<file path="config.mk">
export PLATFORM = sky130hd
export DESIGN_NAME = length_pack_controller
export DESIGN_NICKNAME = d
export VERILOG_FILES = /design/src/rtl/length_pack_controller_pkg.sv /design/src/rtl/length_pack_controller_word_length_decoder.sv /design/src/rtl/length_pack_controller.sv
export SDC_FILE = /design/constraint.sdc
export NUM_CORES = 1
export LEC_CHECK = 0
export BUFFER_PORTS_ARGS = -buffer_cell sky130_fd_sc_hd__buf_4
export CAP_MARGIN = 20
export CORE_ASPECT_RATIO = 1.75
export CORE_MARGIN = 2
export CORE_UTILIZATION = 58
export CTS_BUF_LIST = sky130_fd_sc_hd__clkbuf_8
export DETAILED_ROUTE_END_ITERATION = 6
export PLACE_DENSITY = 0.83
export SETUP_SLACK_MARGIN = 0.1
export SYNTH_ARGS = -nofsm -noshare
export SYNTH_HDL_FRONTEND = slang
export SYNTH_SLANG_ARGS = --single-unit
</file>
<file path="constraint.sdc">
create_clock -name i_clk -period 7.8 [get_ports i_clk]
set_clock_uncertainty 0.2 [all_clocks]
set_input_delay 1.17 -clock i_clk [delete_from_list [all_inputs] [get_ports i_clk]]
set_output_delay 1.17 -clock i_clk [all_outputs]
set_load 0.005 [all_outputs]
</file>
<file path="src/rtl/length_pack_controller_pkg.sv">
// Shared definitions for the length/pack controller: word pattern codes,
// the code-to-length rule and the port width helpers.
package length_pack_controller_pkg;

  typedef enum logic [2:0] {
    CODE_ZZZZ = 3'd0,
    CODE_XXXX = 3'd1,
    CODE_MMMM = 3'd2,
    CODE_MMXX = 3'd3,
    CODE_ZZZX = 3'd4,
    CODE_MMMX = 3'd5
  } code_e;

  // Illegal codes are costed like a raw word so the packer never under-allocates.
  function automatic int code_len(input logic [2:0] code, input int word_bits, input int idx_w);
    int len;
    case (code)
      CODE_ZZZZ: len = 2;
      CODE_XXXX: len = 2 + word_bits;
      CODE_MMMM: len = 2 + idx_w;
      CODE_MMXX: len = 4 + idx_w + word_bits / 2;
      CODE_ZZZX: len = 4 + word_bits / 4;
      CODE_MMMX: len = 4 + idx_w + word_bits / 4;
      default:   len = 2 + word_bits;
    endcase
    return len;
  endfunction

  function automatic logic code_illegal(input logic [2:0] code);
    return (code > 3'd5);
  endfunction

  function automatic int len_width(input int word_bits);
    return $clog2(word_bits + 3);
  endfunction

  function automatic int fill_width(input int cache_line);
    return $clog2(cache_line + 1);
  endfunction

  function automatic int block_width(input int words_per_block, input int word_bits);
    return $clog2(words_per_block * (word_bits + 2) + 1);
  endfunction

endpackage

</file>
<file path="src/rtl/length_pack_controller_word_length_decoder.sv">
// Combinational decoder from one lane's pattern code to its compressed length.
module word_length_decoder
  import length_pack_controller_pkg::*;
#(
  parameter int WORD_BITS = 32,
  parameter int IDX_W     = 4,
  parameter int LW        = len_width(WORD_BITS)
) (
  input  logic [2:0]    i_code,
  output logic [LW-1:0] o_len,
  output logic          o_illegal
);

  // Length lookup and illegal-code detection
  always_comb begin
    o_len     = LW'(code_len(i_code, WORD_BITS, IDX_W));
    o_illegal = code_illegal(i_code);
  end

endmodule

</file>
<file path="src/rtl/length_pack_controller.sv">
// N-lane length generator: per-lane lengths and offsets, output-line fill
// tracking with store/flush control, and per-block send-back decision.
module length_pack_controller
  import length_pack_controller_pkg::*;
#(
  parameter int LANES           = 2,
  parameter int WORD_BITS       = 32,
  parameter int IDX_W           = 4,
  parameter int CACHE_LINE      = 128,
  parameter int WORDS_PER_BLOCK = 16,
  localparam int LW = len_width(WORD_BITS),
  localparam int FW = fill_width(CACHE_LINE),
  localparam int BW = block_width(WORDS_PER_BLOCK, WORD_BITS)
) (
  input  logic                i_clk,
  input  logic                i_reset,
  input  logic                i_valid,
  output logic                o_ready,
  input  logic [3*LANES-1:0]  i_code,
  input  logic                i_last,
  output logic                o_valid,
  input  logic                i_ready,
  output logic [LW*LANES-1:0] o_lane_len,
  output logic [FW*LANES-1:0] o_lane_off,
  output logic [FW-1:0]       o_shift_amount,
  output logic                o_store_flag,
  output logic                o_flush,
  output logic                o_send_back,
  output logic [BW-1:0]       o_block_bits,
  output logic                o_err
);

  // One extra bit holds fill+T, which can exceed CACHE_LINE before the overflow test.
  localparam int SW = FW + 1;
  localparam logic [SW-1:0] LINE_LIM  = SW'(CACHE_LINE);
  localparam logic [BW-1:0] BLOCK_LIM = BW'(WORDS_PER_BLOCK * WORD_BITS);

  logic [LW-1:0]    lane_len_s [LANES];
  logic [LANES-1:0] lane_illegal_s;

  generate
    for (genvar k = 0; k < LANES; k++) begin : g_lane
      word_length_decoder #(
        .WORD_BITS (WORD_BITS),
        .IDX_W     (IDX_W),
        .LW        (LW)
      ) u_dec (
        .i_code    (i_code[3*k +: 3]),
        .o_len     (lane_len_s[k]),
        .o_illegal (lane_illegal_s[k])
      );
    end
  endgenerate

  logic                valid_q, valid_d;
  logic [LW*LANES-1:0] lane_len_q, lane_len_d;
  logic [FW*LANES-1:0] lane_off_q, lane_off_d;
  logic [FW-1:0]       shift_q, shift_d;
  logic                store_q, store_d;
  logic                flush_q, flush_d;
  logic                send_back_q, send_back_d;
  logic [BW-1:0]       block_bits_q, block_bits_d;
  logic                err_q, err_d;
  logic [FW-1:0]       fill_q, fill_d;
  logic [BW-1:0]       block_q, block_d;

  logic                accept_s;
  logic [SW-1:0]       total_s, sum_s, new_fill_s, run_s;
  logic [FW-1:0]       shift_s;
  logic                store_s, flush_s, send_back_s;
  logic [BW-1:0]       block_sum_s;
  logic [LW*LANES-1:0] len_pack_s;
  logic [FW*LANES-1:0] off_pack_s;

  assign o_ready  = i_reset && (!valid_q || i_ready);
  assign accept_s = i_valid && o_ready;

  // Beat total, line placement, prefix-sum offsets and block accounting
  always_comb begin
    total_s    = '0;
    len_pack_s = '0;
    for (int k = 0; k < LANES; k++) begin
      total_s                  = total_s + SW'(lane_len_s[k]);
      len_pack_s[LW*k +: LW]   = lane_len_s[k];
    end
    sum_s = SW'(fill_q) + total_s;
    if (sum_s > LINE_LIM) begin
      store_s    = 1'b1;
      shift_s    = '0;
      new_fill_s = total_s;
    end else begin
      store_s    = 1'b0;
      shift_s    = fill_q;
      new_fill_s = sum_s;
    end
    flush_s    = (new_fill_s == LINE_LIM) || i_last;
    run_s      = SW'(shift_s);
    off_pack_s = '0;
    for (int k = 0; k < LANES; k++) begin
      off_pack_s[FW*k +: FW] = FW'(run_s);
      run_s                  = run_s + SW'(lane_len_s[k]);
    end
    block_sum_s = block_q + BW'(total_s);
    send_back_s = i_last && (block_sum_s > BLOCK_LIM);
  end

  // Next state: load on accept, drop valid on drain, otherwise hold
  always_comb begin
    valid_d      = valid_q;
    lane_len_d   = lane_len_q;
    lane_off_d   = lane_off_q;
    shift_d      = shift_q;
    store_d      = store_q;
    flush_d      = flush_q;
    send_back_d  = send_back_q;
    block_bits_d = block_bits_q;
    err_d        = err_q;
    fill_d       = fill_q;
    block_d      = block_q;
    if (accept_s) begin
      valid_d      = 1'b1;
      lane_len_d   = len_pack_s;
      lane_off_d   = off_pack_s;
      shift_d      = shift_s;
      store_d      = store_s;
      flush_d      = flush_s;
      send_back_d  = send_back_s;
      block_bits_d = block_sum_s;
      err_d        = err_q | (|lane_illegal_s);
      fill_d       = flush_s ? {FW{1'b0}} : FW'(new_fill_s);
      block_d      = i_last ? {BW{1'b0}} : block_sum_s;
    end else if (i_ready) begin
      valid_d = 1'b0;
    end else begin
      valid_d = valid_q;
    end
  end

  // State and output registers with synchronous active-low reset
  always_ff @(posedge i_clk) begin
    if (!i_reset) begin
      valid_q      <= 1'b0;
      lane_len_q   <= '0;
      lane_off_q   <= '0;
      shift_q      <= '0;
      store_q      <= 1'b0;
      flush_q      <= 1'b0;
      send_back_q  <= 1'b0;
      block_bits_q <= '0;
      err_q        <= 1'b0;
      fill_q       <= '0;
      block_q      <= '0;
    end else begin
      valid_q      <= valid_d;
      lane_len_q   <= lane_len_d;
      lane_off_q   <= lane_off_d;
      shift_q      <= shift_d;
      store_q      <= store_d;
      flush_q      <= flush_d;
      send_back_q  <= send_back_d;
      block_bits_q <= block_bits_d;
      err_q        <= err_d;
      fill_q       <= fill_d;
      block_q      <= block_d;
    end
  end

  assign o_valid        = valid_q;
  assign o_lane_len     = lane_len_q;
  assign o_lane_off     = lane_off_q;
  assign o_shift_amount = shift_q;
  assign o_store_flag   = store_q;
  assign o_flush        = flush_q;
  assign o_send_back    = send_back_q;
  assign o_block_bits   = block_bits_q;
  assign o_err          = err_q;

endmodule

</file>
==> flow_summary.toml <==
[run_status]
status = "completed"

[placement]
dp_slack_ns = 1.21
dp_hpwl_um = 6350
portBuffers = 59
place_congestion = 0.947

[synth]
syn-instance-count = 413
synth_top_flop_cell = "dfxtp_1"
synth_edf_count = 0
ys_top_cells_by_area = "dfxtp_1, ha_1, nand2_1"
syn_area_sq_um = 3440
yosys_warnings = 0
synth_top_cell_area_share = 0.326
ys_seq_area_frac = 0.326
syn_area_per_cell_sq_um = 8.32
synthArstFlopShare = 0
netlist_top_cells_count = "dfxtp_1, nand2_1, o21ai_0"
ys_ff_latch = 56
synth_area_leader_cell = "dfxtp_1"
synth.most_common_cell = "dfxtp_1"
synth.distinct_cells = 58

[global_routing]
gr-total-overflow = 0
grt_use_total = 0.263
grt_pass1_wl_um = 13700
grt_pass1_vias = 2913
grt_max_degree = 56
antenna_found_initial = 0

[worst_setup_path]
critPathCaptureType = "register"
rr_endpoint = "o_lane_off[13]"
crit_slowest_cell = "nor2b_1"
required_ns = 7.83
r2r-start = "fill_q[1]"
path_buf_inv = 2
worstPathArrival_ns = 6.34
reg2reg_depth = 17
path_delay_family = "compound AO/OA/AOI/OAI gates"
worstPathCellList = "buf_4 > xor2_1 > nor2b_1 > ha_1 > a21o_1 > a21oi_1 > o21bai_1 > a21o_1 > ha_1 > nor2b_1 > a221o_1 > a211oi_2 > a41o_4 > nand2_2 > nor2_1 > ha_1 > inv_1 > fa_1 > nor2b_1 > o21a_1 > nor2_1 > xnor2_1 > nand4_1 > a32o_1"
slowest_delay_ns = 0.44
crit_type = "input pin to register"
start_kind = "input pin"
r2r_slack_ns = 3.38
crit_fanout = 14

[cts]
cts_hold_buf = 0
cts_inserted_buffers = 5
cts_buffer_depth = 2
cts_resized = 0
cts_post_setup_buffers_inserted = 0
cts.clk_slew.worst_paths_ns = 0.10
cts_tree = "done"
cts.sinks = 56
insertion_delay_ns = 0.33
cts-root-buf = "clkbuf_8"
h-tree-depth = 2

[timing]
slew_headroom = 0.583
min_period_ns = 6.32
setup_tns_ns = 0
finalSetupViolCount = 0
fmax_mhz = 158
finalCritPeriodShare = 0.810
rsz0062_at_grt = "no"
tightest_slew_ns = 0.621
hold_viol = 0
setup_ws_ns = 1.48
drv_slew = 0

[die]
fp.dieArea_sq_um = 6580
rows = 37
die_h_um = 106
die_w_um = 62.2
ios = 63
core_sq_um = 5790
start_util = 0.594

[worst_hold_path]
hold_end = "o_lane_len[11]"
hold_path_class = "register to register"
min_path_cells = 2
worstHoldStart = "o_lane_len[11]"

[power_and_ir_drop]
powerDensity_nw_per_um2 = 187
p_comb_frac = 0.301
p_sw_w = 0.000245
p_int_w = 0.000494
vdd_ir_drop_max_mv = 0.120
p_seq_frac = 0.429
p_leak_nw = 1.70
clkPwrFrac = 0.270
switching_share = 0.332

[routing]
totalWireLength_um = 8460
ant_nets = 0
drtIter0Drc = 171
drc = 0
first_pass_iters = 4
routedWlPerCell_um = 15.9
post_drt_via_cell_ratio = 5.85
vias = 3104

[finish]
fill_cells = 517
final_nets = 488
drive_above_1_share = 0.179
diodes = 0
fin_util = 0.683
areaGrowthSynthToFinish_pct = 14.9

[job]
drv_cap = 0
## kinds of logic after synthesis
logic type,after synthesis,synth area share
simple gates,154,0.222
compound gates,115,0.245
flops,56,0.326
buf+inv,47,0.0670
fa+ha+maj,25,0.0997
xor+xnor,15,0.0382
other cells,1,0.00109
## stage by stage
step	instances	hold WS (ns)	cell area, sq um	power, W
6_report	531	0.260	3950	0.000739
5_1_grt	531	0.286	3950	0.000779
4_1_cts	531	0.264	3950	0.000742
3_5_place_dp	523	0.247	3830	0.000543
3_3_place_gp	523	0.249	3830	0.000538
2_1_floorplan	415	0.245	3440	0.000476
## worst max path at each step
stage	startpoint	end	slack, ns	depth (start not counted)
3_5_place_dp	i_code[2]	o_lane_off[13]	1.21	24
5_1_grt	i_code[2]	o_lane_off[13]	1.14	24
6_report	i_code[2]	o_lane_off[13]	1.48	24
2_1_floorplan	i_code[1]	o_lane_off[13]	1.87	24
3_3_place_gp	i_code[2]	o_lane_off[13]	1.43	24
4_1_cts	i_code[2]	o_lane_off[13]	1.55	24
## worst min-delay path: cells and delay by family (launching register included)
kind             cells  cell delay [ns]
DFF                  1             0.32
and+or+nand+nor      2             0.10
## placed cells by master (no fill, tap or decap), drive strengths merged, types with 5 or more instances in the layout
master / instances
a211oi: 5
a21boi: 14
a21o: 5
a21oi: 14
a221o: 5
and2: 13
buf: 61
clkbuf: 5
dfxtp: 56
ha: 21
inv: 17
nand2: 54
nand2b: 6
nand3: 18
nor2: 21
nor2b: 14
nor3: 7
nor3b: 5
o21a: 6
o21ai: 30
o31ai: 6
xnor2: 8
xor2: 7
## layout make-up
| type | instances | area, sq um | area share |
|---|---|---|---|
| Tap cell | 78 | 97.6 | 0.0247 |
| Sequential cell | 56 | 1120 | 0.284 |
| Timing Repair Buffer | 61 | 458 | 0.116 |
| Multi-Input combinational cell | 312 | 2100 | 0.531 |
| Clock buffer | 5 | 68.8 | 0.0174 |
| Inverter | 16 | 60.1 | 0.0152 |
| Clock inverter | 3 | 46.3 | 0.0117 |
## layer usage
metal  wire, um  vias up  part of all wire  global-route usage
li1           -     1520                 -                   -
met1       3230     1479              0.38               0.285
met2       4550       74              0.54               0.475
met4        383        0             0.045               0.149
met3        292       31             0.035              0.0448
met5          0        -                 0                   0
## power by group through the flow
| stage | Combinational [W] | Sequential (W) | Clock, W |
|---|---|---|---|
| final | 0.000223 | 0.000317 | 0.000199 |
| after global routing | 0.000246 | 0.000319 | 0.000214 |
| after CTS | 0.000221 | 0.000317 | 0.000204 |
| after detailed placement | 0.000219 | 0.000324 | 0 |
| after global placement | 0.000216 | 0.000323 | 0 |
| after floorplan | 0.000154 | 0.000322 | 0 |
## sequential cells by signal, indices dropped and copies added, names as in the netlist
name / flops
fill_q: 8
o_lane_off: 15
o_flush: 1
o_store_flag: 1
o_send_back: 1
o_lane_len: 10
o_valid: 1
o_block_bits: 9
o_err: 1
block_q: 9
No activity file was read; power rests on OpenSTA's default activity.
